--- src/rtl/idex_stage_if.sv ---
// Purpose: bundles the ID-stage inputs and ID/EX outputs of idex_stage.
// Latency: none, this is wiring only.
// Backpressure: Stall/PCWrite/IFIDWrite carry hold requests back to IF and ID.
//
// Port summary (slave = the pipeline register, master = whoever drives ID):
//   Freeze, Flush                 global hold and branch squash
//   IFIDRs/IFIDRt/IDRd/IDUsesRt   register specifiers of the instruction in ID
//   IDReadData1/2, IDImm          decode operands
//   IDWB, IDM, IDEX_in            control bundles from the decoder
//   MEMWB_RW/MEMWBRd/MEMWBData    write-back port used by the decode bypass
//   IDEX*                         registered outputs feeding EX and forwarding
//   Stall, PCWrite, IFIDWrite     combinational hazard controls
//   StallCount                    saturating bubble counter
interface idex_stage_if #(
  parameter int DATA_W = 32,
  parameter int CNT_W  = 16
);
  logic              Freeze;
  logic              Flush;
  logic [4:0]        IFIDRs;
  logic [4:0]        IFIDRt;
  logic [4:0]        IDRd;
  logic              IDUsesRt;
  logic [DATA_W-1:0] IDReadData1;
  logic [DATA_W-1:0] IDReadData2;
  logic [DATA_W-1:0] IDImm;
  logic [1:0]        IDWB;
  logic [1:0]        IDM;
  logic [3:0]        IDEX_in;
  logic [1:0]        MEMWB_RW;
  logic [4:0]        MEMWBRd;
  logic [DATA_W-1:0] MEMWBData;

  logic [4:0]        IDEXRs;
  logic [4:0]        IDEXRt;
  logic [4:0]        IDEXRd;
  logic [DATA_W-1:0] IDEXReadData1;
  logic [DATA_W-1:0] IDEXReadData2;
  logic [DATA_W-1:0] IDEXImm;
  logic [1:0]        IDEX_WB;
  logic [1:0]        IDEX_M;
  logic [3:0]        IDEX_EX;
  logic              IDEXValid;
  logic              Stall;
  logic              PCWrite;
  logic              IFIDWrite;
  logic [CNT_W-1:0]  StallCount;

  modport master (
    output Freeze, Flush, IFIDRs, IFIDRt, IDRd, IDUsesRt,
           IDReadData1, IDReadData2, IDImm, IDWB, IDM, IDEX_in,
           MEMWB_RW, MEMWBRd, MEMWBData,
    input  IDEXRs, IDEXRt, IDEXRd, IDEXReadData1, IDEXReadData2, IDEXImm,
           IDEX_WB, IDEX_M, IDEX_EX, IDEXValid, Stall, PCWrite, IFIDWrite,
           StallCount
  );

  modport slave (
    input  Freeze, Flush, IFIDRs, IFIDRt, IDRd, IDUsesRt,
           IDReadData1, IDReadData2, IDImm, IDWB, IDM, IDEX_in,
           MEMWB_RW, MEMWBRd, MEMWBData,
    output IDEXRs, IDEXRt, IDEXRd, IDEXReadData1, IDEXReadData2, IDEXImm,
           IDEX_WB, IDEX_M, IDEX_EX, IDEXValid, Stall, PCWrite, IFIDWrite,
           StallCount
  );
endinterface

--- src/rtl/idex_stage.sv ---
// Purpose: ID/EX pipeline register with load-use hazard detection and WB->ID bypass.
// Latency: 1 cycle ID to EX; Stall/PCWrite/IFIDWrite are combinational.
// Backpressure: load-use inserts one bubble and holds PC/IF-ID; Freeze holds everything.
//
// Ports:
//   clk    clock, all state updates on posedge
//   reset  asynchronous active-low reset, clears every register
//   bus    idex_stage_if.slave, decode inputs in, ID/EX state and hazard controls out
module idex_stage #(
  parameter int DATA_W = 32,
  parameter int CNT_W  = 16
) (
  input  logic         clk,
  input  logic         reset,
  idex_stage_if.slave  bus
);

  logic [4:0]        rs_q,   rs_d;
  logic [4:0]        rt_q,   rt_d;
  logic [4:0]        rd_q,   rd_d;
  logic [DATA_W-1:0] op1_q,  op1_d;
  logic [DATA_W-1:0] op2_q,  op2_d;
  logic [DATA_W-1:0] imm_q,  imm_d;
  logic [1:0]        wb_q,   wb_d;
  logic [1:0]        m_q,    m_d;
  logic [3:0]        ex_q,   ex_d;
  logic              vld_q,  vld_d;
  logic [CNT_W-1:0]  cnt_q,  cnt_d;

  logic              hazard;
  logic              stall;
  logic              byp_rs;
  logic              byp_rt;
  logic [DATA_W-1:0] op1_in;
  logic [DATA_W-1:0] op2_in;
  logic              unused_memwb_memtoreg;

  // Only RegWrite of the MEM/WB bundle matters for the bypass.
  assign unused_memwb_memtoreg = bus.MEMWB_RW[1];

  // Load-use: a valid load in ID/EX whose destination (Rt) is a source of ID.
  // Rt only counts as a source when the decoder says so (R-type, branches, stores).
  always_comb begin
    hazard = 1'b0;
    if (vld_q && m_q[1] && (rt_q != 5'd0)) begin
      hazard = (rt_q == bus.IFIDRs) ||
               ((rt_q == bus.IFIDRt) && bus.IDUsesRt);
    end
  end

  // A flushed instruction is squashed anyway, so no bubble is needed for it.
  assign stall         = hazard && !bus.Flush;
  assign bus.Stall     = stall;
  assign bus.PCWrite   = !bus.Freeze && !stall;
  assign bus.IFIDWrite = !bus.Freeze && !stall;

  // Register-file write happening this cycle is not yet visible on the read
  // ports, so take it straight from MEM/WB. r0 is hard-wired and never bypassed.
  assign byp_rs = bus.MEMWB_RW[0] && (bus.MEMWBRd != 5'd0) && (bus.MEMWBRd == bus.IFIDRs);
  assign byp_rt = bus.MEMWB_RW[0] && (bus.MEMWBRd != 5'd0) && (bus.MEMWBRd == bus.IFIDRt);
  assign op1_in = byp_rs ? bus.MEMWBData : bus.IDReadData1;
  assign op2_in = byp_rt ? bus.MEMWBData : bus.IDReadData2;

  // Next state. Priority: Freeze > Flush > Stall > normal load.
  always_comb begin
    rs_d  = rs_q;
    rt_d  = rt_q;
    rd_d  = rd_q;
    op1_d = op1_q;
    op2_d = op2_q;
    imm_d = imm_q;
    wb_d  = wb_q;
    m_d   = m_q;
    ex_d  = ex_q;
    vld_d = vld_q;
    cnt_d = cnt_q;
    if (!bus.Freeze) begin
      // Data and specifiers always follow ID; only control decides validity.
      rs_d  = bus.IFIDRs;
      rt_d  = bus.IFIDRt;
      rd_d  = bus.IDRd;
      op1_d = op1_in;
      op2_d = op2_in;
      imm_d = bus.IDImm;
      if (bus.Flush) begin
        wb_d  = 2'b00;
        m_d   = 2'b00;
        ex_d  = 4'b0000;
        vld_d = 1'b0;
      end else if (stall) begin
        // Bubble: zeroed controls keep RegWrite/MemRead/MemWrite low downstream.
        wb_d  = 2'b00;
        m_d   = 2'b00;
        ex_d  = 4'b0000;
        vld_d = 1'b0;
        if (cnt_q != {CNT_W{1'b1}}) begin
          cnt_d = cnt_q + {{(CNT_W-1){1'b0}}, 1'b1};
        end
      end else begin
        wb_d  = bus.IDWB;
        m_d   = bus.IDM;
        ex_d  = bus.IDEX_in;
        vld_d = 1'b1;
      end
    end
  end

  always_ff @(posedge clk or negedge reset) begin
    if (!reset) begin
      rs_q  <= 5'd0;
      rt_q  <= 5'd0;
      rd_q  <= 5'd0;
      op1_q <= '0;
      op2_q <= '0;
      imm_q <= '0;
      wb_q  <= 2'b00;
      m_q   <= 2'b00;
      ex_q  <= 4'b0000;
      vld_q <= 1'b0;
      cnt_q <= '0;
    end else begin
      rs_q  <= rs_d;
      rt_q  <= rt_d;
      rd_q  <= rd_d;
      op1_q <= op1_d;
      op2_q <= op2_d;
      imm_q <= imm_d;
      wb_q  <= wb_d;
      m_q   <= m_d;
      ex_q  <= ex_d;
      vld_q <= vld_d;
      cnt_q <= cnt_d;
    end
  end

  assign bus.IDEXRs        = rs_q;
  assign bus.IDEXRt        = rt_q;
  assign bus.IDEXRd        = rd_q;
  assign bus.IDEXReadData1 = op1_q;
  assign bus.IDEXReadData2 = op2_q;
  assign bus.IDEXImm       = imm_q;
  assign bus.IDEX_WB       = wb_q;
  assign bus.IDEX_M        = m_q;
  assign bus.IDEX_EX       = ex_q;
  assign bus.IDEXValid     = vld_q;
  assign bus.StallCount    = cnt_q;

endmodule

--- src/flat_wrapper.sv ---
// flat-port wrapper written by rule: the top's interface ports become plain ports
module idex_stage_flat 
#(
  parameter int DATA_W = 32,
  parameter int CNT_W  = 16
)
  (clk, reset, bus_Freeze, bus_Flush, bus_IFIDRs, bus_IFIDRt, bus_IDRd, bus_IDUsesRt, bus_IDReadData1, bus_IDReadData2, bus_IDImm, bus_IDWB, bus_IDM, bus_IDEX_in, bus_MEMWB_RW, bus_MEMWBRd, bus_MEMWBData, bus_IDEXRs, bus_IDEXRt, bus_IDEXRd, bus_IDEXReadData1, bus_IDEXReadData2, bus_IDEXImm, bus_IDEX_WB, bus_IDEX_M, bus_IDEX_EX, bus_IDEXValid, bus_Stall, bus_PCWrite, bus_IFIDWrite, bus_StallCount);
  idex_stage_if #(.DATA_W(DATA_W), .CNT_W(CNT_W)) bus_i ();
  input  logic clk;
  input  logic reset;
  input wire logic [$bits(bus_i.Freeze)-1:0] bus_Freeze;
  input wire logic [$bits(bus_i.Flush)-1:0] bus_Flush;
  input wire logic [$bits(bus_i.IFIDRs)-1:0] bus_IFIDRs;
  input wire logic [$bits(bus_i.IFIDRt)-1:0] bus_IFIDRt;
  input wire logic [$bits(bus_i.IDRd)-1:0] bus_IDRd;
  input wire logic [$bits(bus_i.IDUsesRt)-1:0] bus_IDUsesRt;
  input wire logic [$bits(bus_i.IDReadData1)-1:0] bus_IDReadData1;
  input wire logic [$bits(bus_i.IDReadData2)-1:0] bus_IDReadData2;
  input wire logic [$bits(bus_i.IDImm)-1:0] bus_IDImm;
  input wire logic [$bits(bus_i.IDWB)-1:0] bus_IDWB;
  input wire logic [$bits(bus_i.IDM)-1:0] bus_IDM;
  input wire logic [$bits(bus_i.IDEX_in)-1:0] bus_IDEX_in;
  input wire logic [$bits(bus_i.MEMWB_RW)-1:0] bus_MEMWB_RW;
  input wire logic [$bits(bus_i.MEMWBRd)-1:0] bus_MEMWBRd;
  input wire logic [$bits(bus_i.MEMWBData)-1:0] bus_MEMWBData;
  output wire logic [$bits(bus_i.IDEXRs)-1:0] bus_IDEXRs;
  output wire logic [$bits(bus_i.IDEXRt)-1:0] bus_IDEXRt;
  output wire logic [$bits(bus_i.IDEXRd)-1:0] bus_IDEXRd;
  output wire logic [$bits(bus_i.IDEXReadData1)-1:0] bus_IDEXReadData1;
  output wire logic [$bits(bus_i.IDEXReadData2)-1:0] bus_IDEXReadData2;
  output wire logic [$bits(bus_i.IDEXImm)-1:0] bus_IDEXImm;
  output wire logic [$bits(bus_i.IDEX_WB)-1:0] bus_IDEX_WB;
  output wire logic [$bits(bus_i.IDEX_M)-1:0] bus_IDEX_M;
  output wire logic [$bits(bus_i.IDEX_EX)-1:0] bus_IDEX_EX;
  output wire logic [$bits(bus_i.IDEXValid)-1:0] bus_IDEXValid;
  output wire logic [$bits(bus_i.Stall)-1:0] bus_Stall;
  output wire logic [$bits(bus_i.PCWrite)-1:0] bus_PCWrite;
  output wire logic [$bits(bus_i.IFIDWrite)-1:0] bus_IFIDWrite;
  output wire logic [$bits(bus_i.StallCount)-1:0] bus_StallCount;
  assign bus_i.Freeze = bus_Freeze;
  assign bus_i.Flush = bus_Flush;
  assign bus_i.IFIDRs = bus_IFIDRs;
  assign bus_i.IFIDRt = bus_IFIDRt;
  assign bus_i.IDRd = bus_IDRd;
  assign bus_i.IDUsesRt = bus_IDUsesRt;
  assign bus_i.IDReadData1 = bus_IDReadData1;
  assign bus_i.IDReadData2 = bus_IDReadData2;
  assign bus_i.IDImm = bus_IDImm;
  assign bus_i.IDWB = bus_IDWB;
  assign bus_i.IDM = bus_IDM;
  assign bus_i.IDEX_in = bus_IDEX_in;
  assign bus_i.MEMWB_RW = bus_MEMWB_RW;
  assign bus_i.MEMWBRd = bus_MEMWBRd;
  assign bus_i.MEMWBData = bus_MEMWBData;
  assign bus_IDEXRs = bus_i.IDEXRs;
  assign bus_IDEXRt = bus_i.IDEXRt;
  assign bus_IDEXRd = bus_i.IDEXRd;
  assign bus_IDEXReadData1 = bus_i.IDEXReadData1;
  assign bus_IDEXReadData2 = bus_i.IDEXReadData2;
  assign bus_IDEXImm = bus_i.IDEXImm;
  assign bus_IDEX_WB = bus_i.IDEX_WB;
  assign bus_IDEX_M = bus_i.IDEX_M;
  assign bus_IDEX_EX = bus_i.IDEX_EX;
  assign bus_IDEXValid = bus_i.IDEXValid;
  assign bus_Stall = bus_i.Stall;
  assign bus_PCWrite = bus_i.PCWrite;
  assign bus_IFIDWrite = bus_i.IFIDWrite;
  assign bus_StallCount = bus_i.StallCount;
  idex_stage #(.DATA_W(DATA_W), .CNT_W(CNT_W)) u_core (.clk(clk), .reset(reset), .bus(bus_i));
endmodule
--- config.mk ---
export PLATFORM = sky130hd
export DESIGN_NAME = idex_stage_flat
export DESIGN_NICKNAME = d
export VERILOG_FILES = /design/src/rtl/idex_stage_if.sv /design/src/rtl/idex_stage.sv /design/src/flat_wrapper.sv
export SDC_FILE = /design/constraint.sdc
export NUM_CORES = 1
export LEC_CHECK = 0
export ABC_AREA = 1
export BUFFER_PORTS_ARGS = -buffer_cell sky130_fd_sc_hd__buf_4
export CAP_MARGIN = 5
export CORE_MARGIN = 2
export CORE_UTILIZATION = 35
export CTS_CLUSTER_SIZE = 14
export DETAILED_ROUTE_END_ITERATION = 8
export SLEW_MARGIN = 0
export SYNTH_ARGS = -nofsm -noshare
export SYNTH_HDL_FRONTEND = slang
export SYNTH_SLANG_ARGS = --single-unit
--- constraint.sdc ---
create_clock -name clk -period 2 [get_ports clk]
set_input_delay 0.2 -clock clk [delete_from_list [all_inputs] [get_ports clk]]
set_output_delay 0.2 -clock clk [all_outputs]
set_load 0.02 [all_outputs]
== Word-level counts from Yosys, hierarchy flattened ==
Cells that the tools add are included.
W data, S select, Z words.

* Logic and storage cells: 45
* Input bits: 163
* Output and inout port bits: 139
* Flip-flop bits (word level): 136

* Multiplexer cells: 11
* $add $sub $neg: 1
* Reductions and logical operators: 15
* Bitwise logic cells: 2
* Eq/ne operators: 5

{| class="wikitable"
|+ Operators by type and width
! operator !! number
|-
| $mux W32 || 2
|-
| $eq A5 B5 Y1 || 4
|-
| $add A16 B1 Y16 const B || 1
|-
| $ne A16 B16 Y1 const B || 1
|-
| $reduce_bool A5 Y1 || 2
|-
| $logic_and A1 B1 Y1 || 8
|-
| $mux W2 || 4
|-
| $mux W4 || 2
|-
| $reduce_and A4 Y1 || 1
|-
| $logic_not A1 Y1 || 3
|-
| $mux W1 || 3
|-
| $not A1 Y1 || 2
|-
| $logic_or A1 B1 Y1 || 1
|}

== Logic depth before layout (Yosys ltp) ==
Gate-level depths: netlist of the first run.

* Word-level depth: 7
* Gate-level depth with buffers: 10
* Mapped depth without buffers: 9

== Least setup slack after synthesis of the first run ==
OpenSTA, ideal clock, no wires.

* Kind: register -> register
* From: register u_core.cnt_q[0], in the netlist u_core.bus.StallCount[0]
* To: register u_core.cnt_q[12], in the netlist u_core.bus.StallCount[12]
* Cell stages (with the launch flop): 11
* Clock period less this slack: 1660 ps
* Setup slack: 340 ps
* Arrival: 1544 ps
* Cell sequence: dfrtp_1 > ha_1 > inv_1 > nor2_2 > nand3_2 > nor2_4 > nor2_4 > nand3_4 > buf_12 > nand2_2 > nand2_2

* Longest elaborated chain between the ends: 2
* Elaborated cells on any way between the ends: 3

{| class="wikitable"
|+ Ends and longest elaborated chain
! what !! RTL line !! RTL
|-
| start: declaration || idex_stage.sv:28 || <nowiki>logic [CNT_W-1:0] cnt_q, cnt_d;</nowiki>
|-
| start signal: assignment || idex_stage.sv:132 || <nowiki>cnt_q <= cnt_d;</nowiki>
|-
| branches (longest 2 deep; another with $add A16 B1 Y16) || n/a ||
|}

Parallel ways; which one is timed is not known.
A chain may end at the register's enable or synchronous reset.

== Final worst setup path of the first run ==
* From: register u_core.rt_q[2], in the netlist u_core.bus.IDEXRt[2]
* To: output port bus_IFIDWrite

* Longest elaborated chain between the ends: 7
* Elaborated cells on any way between the ends: 10

{| class="wikitable"
|+ Ends and longest elaborated chain
! what !! RTL line !! RTL
|-
| start: declaration || idex_stage.sv:19 || <nowiki>logic [4:0] rt_q, rt_d;</nowiki>
|-
| start signal: assignment || idex_stage.sv:123 || <nowiki>rt_q <= rt_d;</nowiki>
|-
| $eq A5 B5 Y1 || idex_stage.sv:47 || <nowiki>((rt_q == bus.IFIDRt) && bus.IDUsesRt);</nowiki>
|-
| $logic_and A1 B1 Y1 || idex_stage.sv:47 ||
|-
| $logic_or A1 B1 Y1 || idex_stage.sv:46 || <nowiki>hazard = (rt_q == bus.IFIDRs) ||</nowiki>
|-
| $mux W1 * || idex_stage.sv:45 || <nowiki>if (vld_q && m_q[1] && (rt_q != 5'd0)) begin</nowiki>
|-
| $logic_and A1 B1 Y1 * || idex_stage.sv:52 || <nowiki>assign stall = hazard && !bus.Flush;</nowiki>
|-
| $logic_not A1 Y1 * || idex_stage.sv:55 || <nowiki>assign bus.IFIDWrite = !bus.Freeze && !stall;</nowiki>
|-
| $logic_and A1 B1 Y1 * || idex_stage.sv:55 ||
|-
| end: declaration || flat_wrapper.sv:38 || <nowiki>output wire logic [$bits(bus_i.IFIDWrite)-1:0] bus_IFIDWrite;</nowiki>
|}

Every way passes the cells marked *; elsewhere a longest branch is shown, timed or not.

==> results of run 1 <==
## area by class of cell
class	instances	share of cell area, %
inverter	127	4.43
tap	265	3.07
sequential	136	31.6
multi-input combinational	668	27.5
timing repair buffer	367	27.6
clock inverter	15	1.78
clock buffer	17	3.95
## through the flow
step                setup slack [ns]  utilization (%)  instance area (um^2)  hold WS, ns  power, mW
floorplan                      0.340                -                  7060      -0.0956       3.91
global placement               0.134             49.3                  9690       0.0901       4.80
detailed placement            0.0814             49.3                  9690       0.0897       4.82
CTS                          0.00646             54.7                 10700      0.00129       8.24
global route                 -0.0811             54.9                 10800       0.0180       8.57
finish                        0.0632             54.9                 10800      0.00776       8.17
## final timing paths
check / endpoint / start / depth (start not counted)
max reg2reg: u_core.bus.StallCount[15] / u_core.bus.StallCount[1] / 9
min: u_core.bus.IDEX_M[1] / bus_IDM[1] / 3
min in group asynchronous: u_core.bus.StallCount[6] / reset / 2
min reg2reg: u_core.bus.IDEX_EX[2] / u_core.bus.IDEX_EX[2] / 2
max: bus_IFIDWrite / u_core.bus.IDEXRt[2] / 9
max in group asynchronous: u_core.bus.IDEXImm[14] / reset / 3
## sequential cells by signal (all words and copies together), names as in the netlist
name / count
u_core.bus.IDEXReadData1: 32
u_core.bus.IDEX_EX: 4
u_core.bus.IDEX_M: 2
u_core.bus.IDEXRd: 5
u_core.bus.IDEXRs: 5
u_core.bus.IDEX_WB: 2
u_core.bus.StallCount: 16
u_core.bus.IDEXRt: 5
u_core.bus.IDEXImm: 32
u_core.bus.IDEXReadData2: 32
u_core.bus.IDEXValid: 1
## power by group through the flow
stage | Combinational, mW | Clock, mW | Sequential, mW
floorplan | 0.478 | 0 | 3.43
detailed placement | 1.66 | 0 | 3.16
CTS | 1.74 | 3.39 | 3.12
global placement | 1.65 | 0 | 3.16
finish | 1.73 | 3.32 | 3.12
global route | 1.89 | 3.54 | 3.15
## cells in the final DEF (no fill, tap or decap), types with 11 or more instances in the layout
cell type / synthesis / final
nand3_1: 150 / 150
nand2_2: 15 / 14
dlygate4sd3_1: 0 / 43
nand2_1: 417 / 417
nor2_1: 22 / 21
clkbuf_16: 0 / 17
dfrtp_1: 136 / 133
xnor2_1: 11 / 11
nand4_1: 23 / 23
inv_1: 124 / 120
buf_4: 1 / 314
## worst max-delay path: cells and delay by family (launching register included)
family	cells	cell delay [ns]
AND/OR/NAND/NOR	5	0.47
flip-flops	1	0.43
buffers and inverters	4	0.43
## kinds of logic after synthesis
group | synth area share [%]
compound gates | 1.03
xor+xnor | 1.98
fa+ha+maj | 0.177
buf+inv | 9.87
flops | 48.2
simple gates | 38.8
## per-layer routing
metal,GRT usage [%],share of wire (%)
met3,6.28,6.9
met2,38.3,48
met4,8.45,3.0
met1,28.5,42
met5,0,0
## what timing repair did
action,4_1_cts,5_1_grt
hold buffers,42,1
resized for setup,1,6
pin swaps,1,5
setup buffers,2,3
endpoints found under the hold margin,115,1
setup endpoints to repair,3,18
==> impl_summary.txt, run 1 <==
----------------------------------------------------
[Worst setup path]
  Cell breakdown of the critical path ... buf_4 -> nor2_1 -> nand4_1 -> nand3_1 -> inv_2 -> nand3b_1 -> nand2_1 -> inv_2 -> buf_4
  Class of the most critical setup path ... flop to primary output
  Crit. End Element ... primary output
  Critical Path RT ... 1.80 ns
  Reg-to-reg slack, setup ... 0.32 ns
  Max stage delay cell, worst path ... dfrtp_2
  Crit path DAT ... 1.74 ns
  Maximum fanout encountered on the critical timing path ... 5
  Peak per-stage delay on the critical path ... 0.43 ns
  Startpoint type of the worst setup path ... flop

[Logic synthesis]
  Register bit count reported by yosys ... 136
  Synth Warn # ... 0
  Synth cell types ... 23
  Largest area contributor in the synthesized netlist ... dfrtp_1
  Top-count cell post-synth ... nand2_1
  Mean area per synthesized cell ... 7.21 um^2
  Post-Synthesis Cells ... 979
  Top cells by area in the synthesized netlist ... dfrtp_1, nand2_1, nand3_1
  Most numerous cell types in the synthesized netlist ... nand2_1, nand3_1, dfrtp_1
  Synthesized Nets ... 1143
  Synth async-reset ratio ... 100%
  Area share of the largest cell type after synthesis ... 48.2%
  Top flip-flop cell by instance count after synthesis ... dfrtp_1
  Register area share after synthesis ... 48.2%
  EDFF count, synth ... 0
  Synthesized area ... 7060 um^2

[STA]
  Fraction of the cycle the final worst path needs ... 96.8%
  Timing-limited maximum frequency ... 516 MHz
  Final worst clock skew ... 0.00936 ns
  Actual slew at the worst max-slew pin ... 0.836 ns
  Unrepaired setup endpoints after global routing ... true
  Setup violations, final ... 0
  Count of pins over their slew limit ... 0
  Headroom to the max-slew limit ... 44.3%
  Setup TNS ... 0 ns
  Shortest clock period the worst path allows after layout ... 1.94 ns
  Fin. Hold Viols ... 0

[Drt]
  Avg Vias per Cell ... 4.68
  First-pass iteration count of the detailed router ... 5
  1st-iter DRT viols ... 398
  Post-detailed-route wirelength per cell ... 15.2 um
  DRC ... 0
  Final wirelength ... 24.3 mm
  Total vias in the final route ... 7468
  Remaining antenna violation count after routing ... 0

[Die]
  Overall die width ... 146 um
  Starting density of the core ... 35.9%
  Io pins ... 302
  Vert. Die Dim ... 146 um
  Area inside the core boundary ... 19700 um^2
  Die Footprint ... 21300 um^2
  Number of placement rows ... 51

[Power and ir drop]
  Register share of total power ... 38.2%
  Clock power frac ... 40.7%
  Part of the total power dissipated in combinational logic ... 21.2%
  Static leakage ... 6.09 nW
  Power density cells ... 758 nW/um^2
  Peak supply drop ... 0.000528 V
  Net switching share of the total power ... 29.8%
  Net Switching ... 2.43 mW
  Int Power ... 5.74 mW

[Layout]
  Area growth, synth to finish ... 52.7%
  Number of non-filler instances in the completed layout ... 1595
  Share of cells above drive strength 1 ... 29.5%
  Diodes inserted ... 0
  Register Area ... 3410 um^2
  Nets@finish ... 1481
  Footprint of the multi-input gates ... 2970 um^2
  Number of fill cells ... 1949

[Global route]
  Pin count of the biggest net entering global routing ... 76
  Total congestion overflow after global routing ... 0
  Overall track demand over capacity in global routing ... 22.9%
  Via count of the first global-routing pass ... 7443
  First-pass GRT wire length ... 39.3 mm
  Number of antenna violations at the first check in global routing ... 0

[Clocking]
  Number of clock buffers inserted by TritonCTS ... 17
  Clock-pin slew on the worst setup and hold paths ... 0.06 ns
  Max Buffers Root-to-Sink ... 2
  Number of H-tree levels ... 4
  Insertion delay to the later sink of the worst-skew pair ... 0.43 ns
  Root buffer cell ... clkbuf_16
  CTS tree ... done
  Clock net sink count ... 136

[Place]
  Post-DP HPWL ... 16.7 mm
  Number of buffers inserted by port buffering ... 300
  Global placement routability congestion ... 0.852
  Number of cells in the design after placement ... 1515

[Outcome]
  Run status ... finished, final reports clean

[Min path]
  Worst min-delay path class ... input pin to flop

[Flow run]
  Max-capacitance violation count ... 0

----------------------------------------------------
Note: power is estimated with default switching activity, not from simulation.
==> inputs of run 2 (changes only) <==
--- a/config.mk
+++ b/config.mk
@@ -5,13 +5,13 @@
 export SDC_FILE = /design/constraint.sdc
 export NUM_CORES = 1
 export LEC_CHECK = 0
-export ABC_AREA = 1
 export BUFFER_PORTS_ARGS = -buffer_cell sky130_fd_sc_hd__buf_4
 export CAP_MARGIN = 5
 export CORE_MARGIN = 2
 export CORE_UTILIZATION = 35
 export CTS_CLUSTER_SIZE = 14
 export DETAILED_ROUTE_END_ITERATION = 8
+export GPL_TIMING_DRIVEN = 0
 export SLEW_MARGIN = 0
 export SYNTH_ARGS = -nofsm -noshare
 export SYNTH_HDL_FRONTEND = slang
==> run 2 against run 1 <==
Register-to-register slack got worse by 0.33 ns. Sequential power about the same. Count of clock-buffer cells in the layout increased by 3. First-iteration DRC count decreased by 51%. Synthesized area decreased by 7.7%. Sequential share of layout area increased by 2.3 points. Clock power decreased by 7.5%. Highest routed layer unchanged. Utilization increased by 0.58 points. Setup slack got worse by 0.39 ns. Largest power group is now registers. Total power decreased by 2.3%. The run now ends with negative setup slack left.
==> impl_summary.txt, run 2 <==
----------------------------------------------------
[Drt]
  Post-Route M1 WL ... 8.04 mm (was 10.3 mm)
  Total vias in the final route ... 4997 (was 7468)
  Highest metal layer with signal wires ... met4 (unchanged)
  Remaining antenna violation count after routing ... 0 (unchanged)
  DRC ... 0 (unchanged)
  Avg Vias per Cell ... 4.83 (was 4.68)
  Routed length on met2 ... 9.73 mm (was 11.6 mm)
  Post-detailed-route wirelength per cell ... 18.7 um (was 15.2 um)
  Final wirelength ... 19.3 mm (was 24.3 mm)
  First-pass iteration count of the detailed router ... 4 (was 5)
  Routed length on met3 ... 1.26 mm (was 1.69 mm)
  1st-iter DRT viols ... 194 (was 398)

[Global route]
  Overall track demand over capacity in global routing ... 19.5% (was 22.9%)
  Via count of the first global-routing pass ... 5230 (was 7443)
  Number of antenna violations at the first check in global routing ... 0 (unchanged)
  First-pass GRT wire length ... 29.6 mm (was 39.3 mm)
  Total congestion overflow after global routing ... 0 (unchanged)
  Pin count of the biggest net entering global routing ... 70 (was 76)

[Logic synthesis]
  Adder-Cell Fraction of Synth Area ... 0.192% (was 0.177%)
  Most numerous cell types in the synthesized netlist ... dfrtp_1, mux2_2, mux2_4 (was nand2_1, nand3_1, dfrtp_1)
  Post-Synthesis Cells ... 444 (was 979)
  Top flip-flop cell by instance count after synthesis ... dfrtp_1 (unchanged)
  Synth cell types ... 35 (was 23)
  Top cells by area in the synthesized netlist ... dfrtp_1, mux2_2, mux2_4 (was dfrtp_1, nand2_1, nand3_1)
  Synth async-reset ratio ... 100% (unchanged)
  Mean area per synthesized cell ... 14.7 um^2 (was 7.21 um^2)
  Synth Warn # ... 0 (unchanged)
  Synthesized area ... 6520 um^2 (was 7060 um^2)
  Top-count cell post-synth ... dfrtp_1 (was nand2_1)
  Synthesized-area fraction occupied by ao, oa, aoi and oai cells ... 2.34% (was 1.03%)
  EDFF count, synth ... 0 (unchanged)
  Combinational family with the most area after synthesis ... multiplexers (was simple AND/OR/NAND/NOR gates)
  Post-Synth Simple-Gate Area ... 5.16% (was 38.8%)
  Register area share after synthesis ... 52.2% (was 48.2%)
  Parity-gate share of the synthesized area counting xor and xnor cells ... 4.70% (was 1.98%)
  Portion of netlist area occupied by mux cells ... 32.9% (was 0%)
  Register bit count reported by yosys ... 136 (unchanged)
  Largest area contributor in the synthesized netlist ... dfrtp_1 (unchanged)
  Synthesized Nets ... 608 (was 1143)
  Area share of the largest cell type after synthesis ... 52.2% (was 48.2%)

[Clocking]
  Clock net sink count ... 136 (unchanged)
  Root buffer cell ... clkbuf_16 (unchanged)
  Number of clock buffers inserted by TritonCTS ... 17 (unchanged)
  CTS tree ... done (unchanged)
  Insertion delay to the later sink of the worst-skew pair ... 0.42 ns (was 0.43 ns)
  Number of H-tree levels ... 4 (unchanged)
  Clock-pin slew on the worst setup and hold paths ... 0.06 ns (about the same)
  Max Buffers Root-to-Sink ... 2 (unchanged)

[Power and ir drop]
  Total power of the final layout ... 7.98 mW (was 8.17 mW)
  Power density cells ... 793 nW/um^2 (was 758 nW/um^2)
  Static leakage ... 4.76 nW (was 6.09 nW)
  Peak supply drop ... 0.000562 V (was 0.000528 V)

[Worst setup path]
  Buf/Inv on CP ... 3 (was 4)
  Crit path DAT ... 2.13 ns (was 1.74 ns)
  Maximum fanout encountered on the critical timing path ... 5 (unchanged)
  Cell type with the highest occurrence count on the critical path ... buf_6
  Number of gates on the worst path with buffers counted ... 7 (was 9)
  Cell breakdown of the critical path ... or4_1 -> o211ai_1 -> buf_4 -> nor3_4 -> nor2_4 -> buf_6 -> buf_6 (was buf_4 -> nor2_1 -> nand4_1 -> nand3_1 -> inv_2 -> nand3b_1 -> nand2_1 -> inv_2 -> buf_4)
  Startpoint type of the worst setup path ... flop (unchanged)
  Class of the most critical setup path ... flop to primary output (unchanged)
  Cell family with most CP delay ... simple AND/OR/NAND/NOR gates (unchanged)
  Critical Path RT ... 1.80 ns (about the same)
  Cell depth of the worst flop-to-flop path ... 6 (was 9)
  Max stage delay cell, worst path ... or4_1 (was dfrtp_2)
  Peak per-stage delay on the critical path ... 0.58 ns (was 0.43 ns)
  Crit. End Element ... primary output (unchanged)

[Layout]
  Area growth, synth to finish ... 54.3% (was 52.7%)
  Top library cells by usage in the layout, fill and taps aside ... buf_4, dfrtp_1, mux2_2 (was nand2_1, buf_4, nand3_1)
  Number of fill cells ... 1516 (was 1949)
  Diodes inserted ... 0 (unchanged)
  Number of non-filler instances in the completed layout ... 1034 (was 1595)
  Share of cells above drive strength 1 ... 66.8% (was 29.5%)
  Nets@finish ... 957 (was 1481)
  Commonest non-fill, non-tap cell in the layout ... buf_4 (was nand2_1)

[Min path]
  WHS Path Cells ... 2 (was 3)
  Worst min-delay path class ... input pin to flop (unchanged)

[Place]
  Number of cells in the design after placement ... 973 (was 1515)
  Number of buffers inserted by port buffering ... 299 (was 300)
  Post-DP HPWL ... 14.5 mm (was 16.7 mm)
  Global placement routability congestion ... 0.857 (was 0.852)

[Outcome]
  Run status ... finished with violations (was finished, final reports clean)
  Failing checks ... negative setup slack

[STA]
  Setup violations, final ... 6 (was 0)
  Headroom to the max-slew limit ... 51.7% (was 44.3%)
  Fraction of the cycle the final worst path needs ... 116% (was 96.8%)
  Actual slew at the worst max-slew pin ... 0.719 ns (was 0.836 ns)
  Setup TNS ... -0.901 ns (was 0 ns)
  Fin. Hold Viols ... 0 (unchanged)
  Timing-limited maximum frequency ... 430 MHz (was 516 MHz)
  Unrepaired setup endpoints after global routing ... true (unchanged)
  Slack of the critical path ... -0.328 ns (was 0.0632 ns)
  Shortest clock period the worst path allows after layout ... 2.33 ns (was 1.94 ns)
  Count of pins over their slew limit ... 0 (unchanged)
  Final worst clock skew ... 0.0109 ns (was 0.00936 ns)

[Flow run]
  Max-capacitance violation count ... 0 (unchanged)

[Die]
  Vert. Die Dim ... 140 um (was 146 um)
  Area inside the core boundary ... 18100 um^2 (was 19700 um^2)
  Overall die width ... 140 um (was 146 um)
  Starting density of the core ... 35.9% (about the same)
  Io pins ... 302 (unchanged)
  Die Footprint ... 19700 um^2 (was 21300 um^2)
  Number of placement rows ... 49 (was 51)

----------------------------------------------------
-- run 2: changes by cell type after synthesis, moves of 8 or more --
cell and change:
nand2_1 -408, inv_1 -123, mux2_2 +109, buf_2 -14
nor3_1 +15, xor2_1 +22, o21ai_0 -10, nand4_1 -20
mux2_4 +56, a22o_1 +8, nand3_1 -141, nor2_1 -17
nand2_2 -15, clkbuf_1 -15
-- run 2: stage by stage --
stage                     area, um^2  hold WS [ns]  setup slack (ns)  utilization [%]
after global routing           10100       0.00177            -0.432             55.4
after detailed placement        9120         0.242            -0.355             50.3
after global placement          9090         0.419            -0.305             50.1
after CTS                       9990      0.000402            -0.331             55.1
after floorplan                 6560       -0.0956            -0.171                -
final                          10100        0.0211            -0.328             55.4
-- run 2: final timing paths --
kind,start,end,slack [ns]
hold / removal,bus_IDImm[11],u_core.bus.IDEXImm[11],0.02
min in group asynchronous,reset,u_core.bus.IDEXImm[21],0.34
setup / recovery,u_core.bus.IDEXRt[0],bus_PCWrite,-0.33
hold reg to reg,u_core.bus.IDEXReadData2[23],u_core.bus.IDEXReadData2[23],0.50
setup reg to reg,u_core.bus.IDEXRt[0],u_core.bus.StallCount[1],-0.01
max in group asynchronous,reset,u_core.bus.IDEXRt[1],0.86
-- run 2: cell type report --
class | instances | area, um^2 | share of cell area [%]
Inverter | 1 | 3.75 | 0.0373
Buffer | 24 | 179 | 1.78
Tap cell | 229 | 287 | 2.85
Sequential cell | 136 | 3410 | 33.9
Timing Repair Buffer | 330 | 2560 | 25.4
Clock buffer | 20 | 457 | 4.54
Multi-Input combinational cell | 283 | 3050 | 30.3
Clock inverter | 11 | 123 | 1.22
-- run 2: layer usage --
layer  track usage (%)  vias to the layer above
li1                  -                     2309
met1              23.9                     2473
met2              33.7                      193
met3              5.44                       22
met4              5.74                        0
met5                 0                        -
-- run 2: cell families (layout without fill, tap and decap cells) --
| group | count (synthesis) | in the layout |
|---|---|---|
| simple gates | 58 | 58 |
| compound gates | 17 | 17 |
| flops | 136 | 136 |
| xor+xnor | 35 | 35 |
| fa+ha+maj | 1 | 1 |
| buf+inv | 25 | 386 |
| mux | 172 | 172 |
-- run 2: repair_timing --
action | CTS | global route
setup endpoints to repair | 26 | 25
gates resized for setup | 9 | 10
pin swaps | 6 | 2
hold endpoints to repair | 85 | 0
hold buffers | 19 | 0
gates cloned | 0 | 0
setup buffers | 9 | 2
-- run 2: where the power goes --
| group | leakage (nW) | switching [mW] | total (mW) | internal (mW) |
|---|---|---|---|---|
| Sequential | 1.63 | 0.146 | 3.15 | 3.01 |
| Clock | 0.275 | 1.18 | 3.07 | 1.89 |
| Combinational | 2.86 | 0.825 | 1.75 | 0.928 |
| Total | 4.76 | 2.15 | 7.98 | 5.83 |
